**src/rtl/m040_bus_master.sv**
```systemverilog
// 68040-protocol bus initiator: issues single and 4-beat line transfers, with TBI fallback and TEA abort.
// Optional per-beat TA/TEA timeout is compiled in when M040_BUS_TIMEOUT_EN is defined.
module m040_bus_master #(
`ifdef M040_BUS_TIMEOUT_EN
    parameter int          TIMEOUT_CYCLES = 64,
`endif
    parameter logic [2:0]  TM_DEFAULT     = 3'b101
) (
    input  logic        clk,
    input  logic        nRESET,
    input  logic        req_valid,
    output logic        req_ready,
    input  logic [31:0] req_addr,
    input  logic        req_rw,
    input  logic [1:0]  req_siz,
    output logic [1:0]  beat_idx,
    input  logic [31:0] wr_data,
    output logic [31:0] rd_data,
    output logic        rd_valid,
    output logic        done,
    output logic        err,
    output logic [31:0] A,
    output logic [1:0]  SIZ,
    output logic [1:0]  TT,
    output logic [2:0]  TM,
    output logic        nWR,
    output logic        nTS,
    output logic        nTIP,
    output logic [31:0] D_out,
    output logic        D_oe,
    input  logic [31:0] D_in,
    input  logic        nTA,
    input  logic        nTBI,
    input  logic        nTEA
);

    typedef enum logic [1:0] {
        ST_IDLE  = 2'd0,
        ST_START = 2'd1,
        ST_WAIT  = 2'd2
    } state_t;

    state_t        r_state;
    logic [27:0]   r_base;
    logic [1:0]    r_lw;
    logic          r_rw;
    logic          r_line;
    logic          r_fallback;
    logic [1:0]    r_beat;
    logic [31:0]   r_rd_data;
    logic          r_rd_valid;
    logic          r_done;
    logic          r_err;
    logic [31:0]   r_a;
    logic [1:0]    r_siz;
    logic [2:0]    r_tm;
    logic          r_nwr;
    logic          r_nts;
    logic          r_ntip;
    logic          r_d_oe;

    logic          w_accept;
    logic          w_ta;
    logic          w_tea;
    logic          w_timeout;
    logic          w_last;
    logic          w_go_fallback;
    logic [1:0]    w_next_beat;
    logic [1:0]    w_fb_lw;

    assign w_accept      = req_valid && req_ready;
    assign w_ta          = !nTA;
    assign w_tea         = !nTEA;
    assign w_next_beat   = r_beat + 2'd1;
    assign w_fb_lw       = r_lw + w_next_beat;
    assign w_last        = !r_line || (r_beat == 2'd3);
    // Burst inhibit only matters on the first beat of a genuine line transfer.
    assign w_go_fallback = r_line && !r_fallback && (r_beat == 2'd0) && !nTBI;

`ifdef M040_BUS_TIMEOUT_EN
    localparam int CW = (TIMEOUT_CYCLES > 1) ? $clog2(TIMEOUT_CYCLES) : 1;
    logic [CW-1:0] r_tmo_cnt;

    always_ff @(posedge clk or negedge nRESET) begin
        if (!nRESET) begin
            r_tmo_cnt <= '0;
        end else if (r_state != ST_WAIT || w_ta || w_tea) begin
            r_tmo_cnt <= '0;
        end else begin
            r_tmo_cnt <= r_tmo_cnt + 1'b1;
        end
    end

    assign w_timeout = (r_state == ST_WAIT) && (r_tmo_cnt == CW'(TIMEOUT_CYCLES - 1));
`else
    assign w_timeout = 1'b0;
`endif

    always_ff @(posedge clk or negedge nRESET) begin
        if (!nRESET) begin
            r_state    <= ST_IDLE;
            r_base     <= '0;
            r_lw       <= '0;
            r_rw       <= 1'b1;
            r_line     <= 1'b0;
            r_fallback <= 1'b0;
            r_beat     <= '0;
            r_rd_data  <= '0;
            r_rd_valid <= 1'b0;
            r_done     <= 1'b0;
            r_err      <= 1'b0;
            r_a        <= '0;
            r_siz      <= '0;
            r_tm       <= '0;
            r_nwr      <= 1'b1;
            r_nts      <= 1'b1;
            r_ntip     <= 1'b1;
            r_d_oe     <= 1'b0;
        end else begin
            r_rd_valid <= 1'b0;
            r_done     <= 1'b0;
            r_err      <= 1'b0;
            case (r_state)
                ST_IDLE: begin
                    if (w_accept) begin
                        r_base     <= req_addr[31:4];
                        r_lw       <= req_addr[3:2];
                        r_rw       <= req_rw;
                        r_line     <= (req_siz == 2'b11);
                        r_fallback <= 1'b0;
                        r_beat     <= '0;
                        r_a        <= req_addr;
                        r_siz      <= req_siz;
                        r_nwr      <= req_rw;
                        r_tm       <= TM_DEFAULT;
                        r_nts      <= 1'b0;
                        r_ntip     <= 1'b0;
                        r_d_oe     <= !req_rw;
                        r_state    <= ST_START;
                    end else begin
                        // nTIP is held through the done cycle so a back-to-back request keeps it low.
                        r_ntip     <= 1'b1;
                    end
                end
                ST_START: begin
                    r_nts   <= 1'b1;
                    r_state <= ST_WAIT;
                end
                ST_WAIT: begin
                    if (w_tea) begin
                        r_done  <= 1'b1;
                        r_err   <= 1'b1;
                        r_ntip  <= 1'b1;
                        r_d_oe  <= 1'b0;
                        r_state <= ST_IDLE;
                    end else if (w_ta) begin
                        if (r_rw) begin
                            r_rd_data  <= D_in;
                            r_rd_valid <= 1'b1;
                        end
                        r_beat <= w_next_beat;
                        if (w_last) begin
                            r_done  <= 1'b1;
                            r_d_oe  <= 1'b0;
                            r_state <= ST_IDLE;
                        end else if (w_go_fallback || r_fallback) begin
                            r_fallback <= 1'b1;
                            r_a        <= {r_base, w_fb_lw, 2'b00};
                            r_siz      <= 2'b00;
                            r_nts      <= 1'b0;
                            r_state    <= ST_START;
                        end
                    end else if (w_timeout) begin
                        r_done  <= 1'b1;
                        r_err   <= 1'b1;
                        r_ntip  <= 1'b1;
                        r_d_oe  <= 1'b0;
                        r_state <= ST_IDLE;
                    end
                end
                default: begin
                    r_state <= ST_IDLE;
                end
            endcase
        end
    end

    assign req_ready = (r_state == ST_IDLE);
    assign beat_idx  = r_beat;
    assign rd_data   = r_rd_data;
    assign rd_valid  = r_rd_valid;
    assign done      = r_done;
    assign err       = r_err;
    assign A         = r_a;
    assign SIZ       = r_siz;
    assign TT        = 2'b00;
    assign TM        = r_tm;
    assign nWR       = r_nwr;
    assign nTS       = r_nts;
    assign nTIP      = r_ntip;
    assign D_oe      = r_d_oe;
    // Write data is indexed by beat_idx upstream, so it is passed straight through while driving.
    assign D_out     = r_d_oe ? wr_data : 32'd0;

endmodule

```
**config.mk**
```make
export PLATFORM = sky130hd
export DESIGN_NAME = m040_bus_master
export DESIGN_NICKNAME = d
export VERILOG_FILES = /design/src/rtl/m040_bus_master.sv
export SDC_FILE = /design/constraint.sdc
export NUM_CORES = 1
export LEC_CHECK = 0
export CORE_ASPECT_RATIO = 0.7
export CORE_MARGIN = 4
export CORE_UTILIZATION = 42
export CTS_BUF_LIST = sky130_fd_sc_hd__clkbuf_16
export DETAILED_ROUTE_END_ITERATION = 10
export HOLD_SLACK_MARGIN = 0.06
export PLACE_DENSITY = 0.91
export SYNTH_ARGS = -nofsm -noshare
export SYNTH_HDL_FRONTEND = slang
export SYNTH_SLANG_ARGS = --single-unit
export TNS_END_PERCENT = 100
```
**constraint.sdc**
```tcl
create_clock -name clk -period 2.18 [get_ports clk]
set_clock_uncertainty 0.1 [all_clocks]
set_input_delay 0.436 -clock clk [delete_from_list [all_inputs] [get_ports clk]]
set_output_delay 0.436 -clock clk [all_outputs]
set_load 0.02 [all_outputs]
```
==> results.toml, run 1 <==
[run_status]
outcome = "completed"

[placed_design]
numPortBuffers = 214
hpwl_um = 10900
dpl_cell_area_um2 = 7190
gp_congestion = 0.792
place_inst = 808

[synth]
netlist_area_um2 = 4830
synthCells = 457
ys.flop_type = "dfrtp_1"
synth.distinct_cells = 37
synth_seq_cells = 110
synth_area_per_cell_um2 = 10.6
synth_top_area_share_pct = 55.4
synth_warnings = 0
synthTopCellsByCount = "dfrtp_1 (107), nand2_1 (107), nand3_1 (34)"
synth_edf_count = 0
synth_area_leaders = "dfrtp_1 (55%), nand2_1 (8.3%), mux2_2 (7.5%)"
synth_top_cell_by_area = "dfrtp_1"
ys_seq_area_share_pct = 57.0
async_flop_share_pct = 100

[drt]
vias = 4115
ant_nets = 0
wire_per_inst_um = 17.4
viasPerCell = 4.98
dr.pass1.iters = 4
drc = 0
drt-total-wl_um = 14400
drt-initial-drc-count = 206

[setup_path]
crit_buf_inv = 1
cp.required_ns = 1.64
rr_endpoint = "A[11]$_DFFE_PN0P_"
r2r-start = "beat_idx[0]$_DFFE_PN0P_"
path_max_fanout = 10
crit_path_cell_trace = "nor2_1 > clkdlybuf4s50_1"
endpoint_kind = "primary output"
crit_arrival_ns = 1.57
cp_top_family = "buffers and inverters"
cp-start-kind = "flip-flop"
slowest_delay_ns = 0.63
critPathKind = "reg2out"
worst_path_max_delay_cell = "clkdlybuf4s50_1"
worst_r2r_path_depth = 7
r2r_setup_slack_ns = 0.27

[grt]
use_met1_pct = 24.3
grtUsageTotal_pct = 21.7
grt_overflow = 0
grt_max_degree = 42
use_met3_pct = 5.56
globalRouteMet2Util_pct = 39.6
antenna_found_initial = 3
grt_pass1_vias = 4486
grt_first_pass_wirelength_um = 23100
busiest_layer = "met2"

[sta]
max_freq_mhz = 474
slew_viol_final = 0
rsz0062_at_grt = "false"
max_slew_margin_pct = 62.5
setup_viol = 0
hold_viol_final = 0
max_slew.worst_pin.slew_ns = 0.562
fin_crit_ns = 2.11
period_share_pct = 96.8

[clock_tree]
insertion_delay_ns = 0.34
cts_tree = "built"
cts_buffers = 9
cts.sinks = 110
cts_root_buffer = "clkbuf_16"
clk_pin_slew_ns = 0.07
htreeDepth = 3
cts_setup_buffers = 0
cts_buffer_depth = 2

[finish]
drive_gt1_share_pct = 11.0
fin_cells = 827
syn_to_final_growth_pct = 54.2
regArea_um2 = 2760
multiInputGateArea_um2 = 1890
fill_cells = 873
finalInstanceArea_um2 = 7450
num-nets-final = 775

[power]
p_per_area_nw_per_um2 = 1310
leakagePower_nw = 3.62
ir_worst_vdd_uv = 636

[min_path]
hold_end = "r_base[19]$_DFFE_PN0P_"
whs_path_depth = 2
min-delay-start = "r_base[19]$_DFFE_PN0P_"
hp-class = "reg2reg"

[floorplan]
initial_utilization_pct = 43.4
core_um2 = 11100
die_area_um2 = 13300
fp.dieH_um = 97.7
rows = 32
ios = 218
die_x_um = 136

[flow_run]
drv_cap = 0
-- worst min-delay path: cells and delay by family (launching register included) --
family	cells	cell delay [ns]
flops	1	0.34
simple gates	2	0.10
-- per-layer routing --
metal  wire (µm)  share of wire (%)  up-vias
met5           0                  0        -
met4         257                1.8        0
met3        1170                8.1       19
met2        7660                 53      161
met1        5330                 37     2020
li1            -                  -     1915
-- flip-flops by register name, indices dropped and copies added (netlist names) --
signal,count
D_oe,1
r_lw,2
rd_data,32
nWR,1
done,1
nTS,1
SIZ,2
beat_idx,2
nTIP,1
rd_valid,1
r_base,28
err,1
TM,1
r_state,2
A,32
r_fallback,1
r_line,1
-- layout by cell type (no fill, tap or decap), types with 2 or more instances in the layout --
master           instances
clkdlybuf4s50_1        181
dfrtp_1                107
nand2_1                107
nand3_1                 34
o21ai_0                 33
and2_1                  32
mux2_2                  32
dlygate4sd2_1           32
mux2i_1                 29
buf_4                   11
clkbuf_16                9
nor2_1                   8
inv_1                    7
buf_12                   5
a21oi_1                  4
diode_2                  3
ha_1                     3
conb_1                   3
dfstp_2                  3
nand2b_2                 2
nand2b_1                 2
nor2b_1                  2
o31ai_1                  2
clkinv_1                 2
-- timing repair --
action / 4_1_cts / 5_1_grt
hold endpoints to repair: 39 / 0
setup endpoints to repair: 32 / 0
resized for setup: 33 / 0
hold buffers: 1 / 0
-- cell families (layout without fill, tap and decap cells) --
| family | count (synthesis) | after routing | synth area share, % |
|---|---|---|---|
| flip-flops | 110 | 110 | 57.0 |
| XOR/XNOR | 2 | 2 | 0.363 |
| adder cells (fa/ha/maj) | 3 | 3 | 0.777 |
| AND/OR/NAND/NOR | 194 | 194 | 18.5 |
| buffers and inverters | 41 | 253 | 4.25 |
| AO/OA/AOI/OAI | 44 | 44 | 5.18 |
| other | 1 | 6 | 0.0776 |
| multiplexers | 62 | 62 | 13.8 |
-- worst max path at each step --
| stage | endpoint | slack, ns | cells after the start | from |
|---|---|---|---|---|
| after floorplan | A[3]$_DFFE_PN0P_ | 0.18 | 8 | beat_idx[0]$_DFFE_PN0P_ |
| after global placement | D_out[1] | -0.01 | 3 | wr_data[1] |
| after detailed placement | D_out[18] | -0.02 | 3 | wr_data[18] |
| after CTS | req_ready | 0.06 | 2 | r_state[0]$_DFFE_PN0P_ |
| after global routing | req_ready | 0.009 | 2 | r_state[0]$_DFFE_PN0P_ |
| final | req_ready | 0.07 | 2 | r_state[0]$_DFFE_PN0P_ |
-- area by class of cell --
| cell class | count | share of cell area [%] |
|---|---|---|
| antenna | 3 | 0.101 |
| clock buffer | 9 | 3.02 |
| clock inverter | 6 | 0.739 |
| inverter | 7 | 0.386 |
| multi-input combinational | 308 | 25.4 |
| sequential | 110 | 37.0 |
| tap | 153 | 2.57 |
| timing repair buffer | 231 | 30.8 |
-- where the power goes --
part / total (mW) / switching [mW] / internal, mW
clock: 1.56 / 0.687 / 0.873
combinational: 4.76 / 2.49 / 2.27
sequential: 3.48 / 0.522 / 2.96
total: 9.80 / 3.70 / 6.10
-- through the flow --
step                      TNS, ns  hold WS (ns)  setup slack [ns]  utilization, %  total power [mW]
after floorplan                 0        0.0404             0.185               -              6.02
after global placement    -0.0270         0.356           -0.0132            64.6              8.18
after detailed placement  -0.0349         0.361           -0.0191            64.6              8.41
after CTS                       0         0.379            0.0572            66.9              9.90
after global routing            0         0.396           0.00890            66.9              10.4
final                           0         0.374            0.0690            66.9              9.80
Note: power is estimated with default switching activity, not from simulation.
==> inputs of run 2 (changes only) <==
clock period = 2.05 ns   (was 2.18 ns; I/O delays follow)
==> run 2 against run 1 <==
Compared with the run above: setup slack improved by 0.0083 ns; via count is 0.83% higher; total power up 8.3%; sequential power up 6.6%; non-clock buffer count grew 4; combinational power increased by 5.7%; critical path type unchanged; highest routed layer unchanged.
==> results.toml, run 2 (synthesis gave the netlist of run 1 again) <==
[drt]
wire_per_inst_um = 17.4
viasPerCell = 5.00
drt-total-wl_um = 14400
dr.pass1.iters = 4
drc = 0
ant_nets = 0
vias = 4149
drt-initial-drc-count = 186

[min_path]
hold_end = "r_base[20]$_DFFE_PN0P_"
min-delay-start = "r_base[20]$_DFFE_PN0P_"
hp-class = "reg2reg"
whs_path_depth = 2

[clock_tree]
cts.sinks = 110
cts_setup_buffers = 0
cts_buffers = 9
htreeDepth = 3
cts_tree = "built"
clk_pin_slew_ns = 0.07
cts_root_buffer = "clkbuf_16"
insertion_delay_ns = 0.33
cts_buffer_depth = 2

[floorplan]
rows = 32
core_um2 = 11100
die_area_um2 = 13300
die_x_um = 136
fp.dieH_um = 97.7
initial_utilization_pct = 43.4
ios = 218

[sta]
setup_viol = 0
tns_ns = 0
rsz0062_at_grt = "false"
hold_ws_ns = 0.374
period_share_pct = 96.2
layout_setup_ws_ns = 0.0773
max_freq_mhz = 507
slew_viol_final = 0
hold_viol_final = 0
fin_crit_ns = 1.97

[setup_path]
worst_path_max_delay_cell = "clkdlybuf4s50_1"
r2r_setup_slack_ns = 0.15
path_max_fanout = 2
critPathKind = "reg2out"
worst_r2r_path_depth = 6
cp.required_ns = 1.54
crit_buf_inv = 1
endpoint_kind = "primary output"
rr_endpoint = "nTS$_DFFE_PN1P_"
slowest_delay_ns = 0.60
crit_arrival_ns = 1.46
cp_top_family = "buffers and inverters"
crit_path_cell_trace = "clkdlybuf4s50_1"
cp-start-kind = "flip-flop"
r2r-start = "beat_idx[0]$_DFFE_PN0P_"

[power]
power.switching_mw = 3.99
ir_worst_vdd_uv = 791
p_per_area_nw_per_um2 = 1410
combPwrFrac_pct = 47.5
p_int_mw = 6.62
leakagePower_nw = 3.65
seqPwrFrac_pct = 35.0
switching_share_pct = 37.6
clockPowerShare_pct = 17.6

[finish]
layout_common_cells = "clkdlybuf4s50_1 (177), dfrtp_1 (107), nand2_1 (107)"
fin_cells = 830
final_common_cell = "clkdlybuf4s50_1"
regArea_um2 = 2760
syn_to_final_growth_pct = 55.2
drive_gt1_share_pct = 12.0
fill_cells = 860
num-nets-final = 779
multiInputGateArea_um2 = 1890
fin_util_pct = 67.4

[flow_run]
drv_cap = 0

[grt]
grtUsageTotal_pct = 21.7
grt_max_degree = 53
grt_pass1_vias = 4320
grt_first_pass_wirelength_um = 22800
grt_overflow = 0
antenna_found_initial = 1

[run_status]
outcome = "completed"

[placed_design]
gp_congestion = 0.806
hpwl_um = 11000
dp_slack_ns = -0.102
place_inst = 812
numPortBuffers = 214
[run 2: worst max-delay path by stage]
| stage | cells after the start | start | endpoint |
|---|---|---|---|
| CTS | 1 | nTS$_DFFE_PN1P_ | nTS |
| global route | 7 | beat_idx[0]$_DFFE_PN0P_ | A[8]$_DFFE_PN0P_ |
| global placement | 3 | wr_data[1] | D_out[1] |
| detailed placement | 3 | wr_data[4] | D_out[4] |
| finish | 1 | nTIP$_DFFE_PN1P_ | nTIP |
| floorplan | 8 | beat_idx[0]$_DFFE_PN0P_ | A[3]$_DFFE_PN0P_ |
[run 2: metal layers]
layer / track usage [%] / vias to the layer above / wire length, µm
met4: 7.36 / 0 / 236
met3: 6.02 / 20 / 1060
met1: 25.4 / 2040 / 5430
met5: 0 / - / 0
li1: - / 1925 / -
met2: 38.4 / 164 / 7690
[run 2: area by class of cell]
type	instances	share of cell area [%]
multi-input combinational	308	25.2
antenna	1	0.0334
clock inverter	7	1.30
sequential	110	36.7
tap	153	2.55
timing repair buffer	235	30.8
clock buffer	9	3.00
inverter	7	0.384
[run 2: what timing repair did]
item / in CTS / in global routing
hold buffers: 1 / 0
gates resized for setup: 35 / 1
setup endpoints to repair: 35 / 1
endpoints found under the hold margin: 25 / 0
[run 2: power by group through the flow]
stage	sequential, mW	combinational, mW	clock [mW]
after floorplan	4.42	1.98	0
after global routing	3.84	5.43	2.01
after CTS	3.71	5.09	1.92
after detailed placement	3.75	5.21	0
after global placement	3.67	5.06	0
final	3.71	5.03	1.86
[run 2: metrics by stage]
stage	cell area, µm²	total power, mW
final	7500	10.6
after floorplan	4840	6.40
after detailed placement	7210	8.96
after global placement	7210	8.74
after global routing	7500	11.3
after CTS	7500	10.7
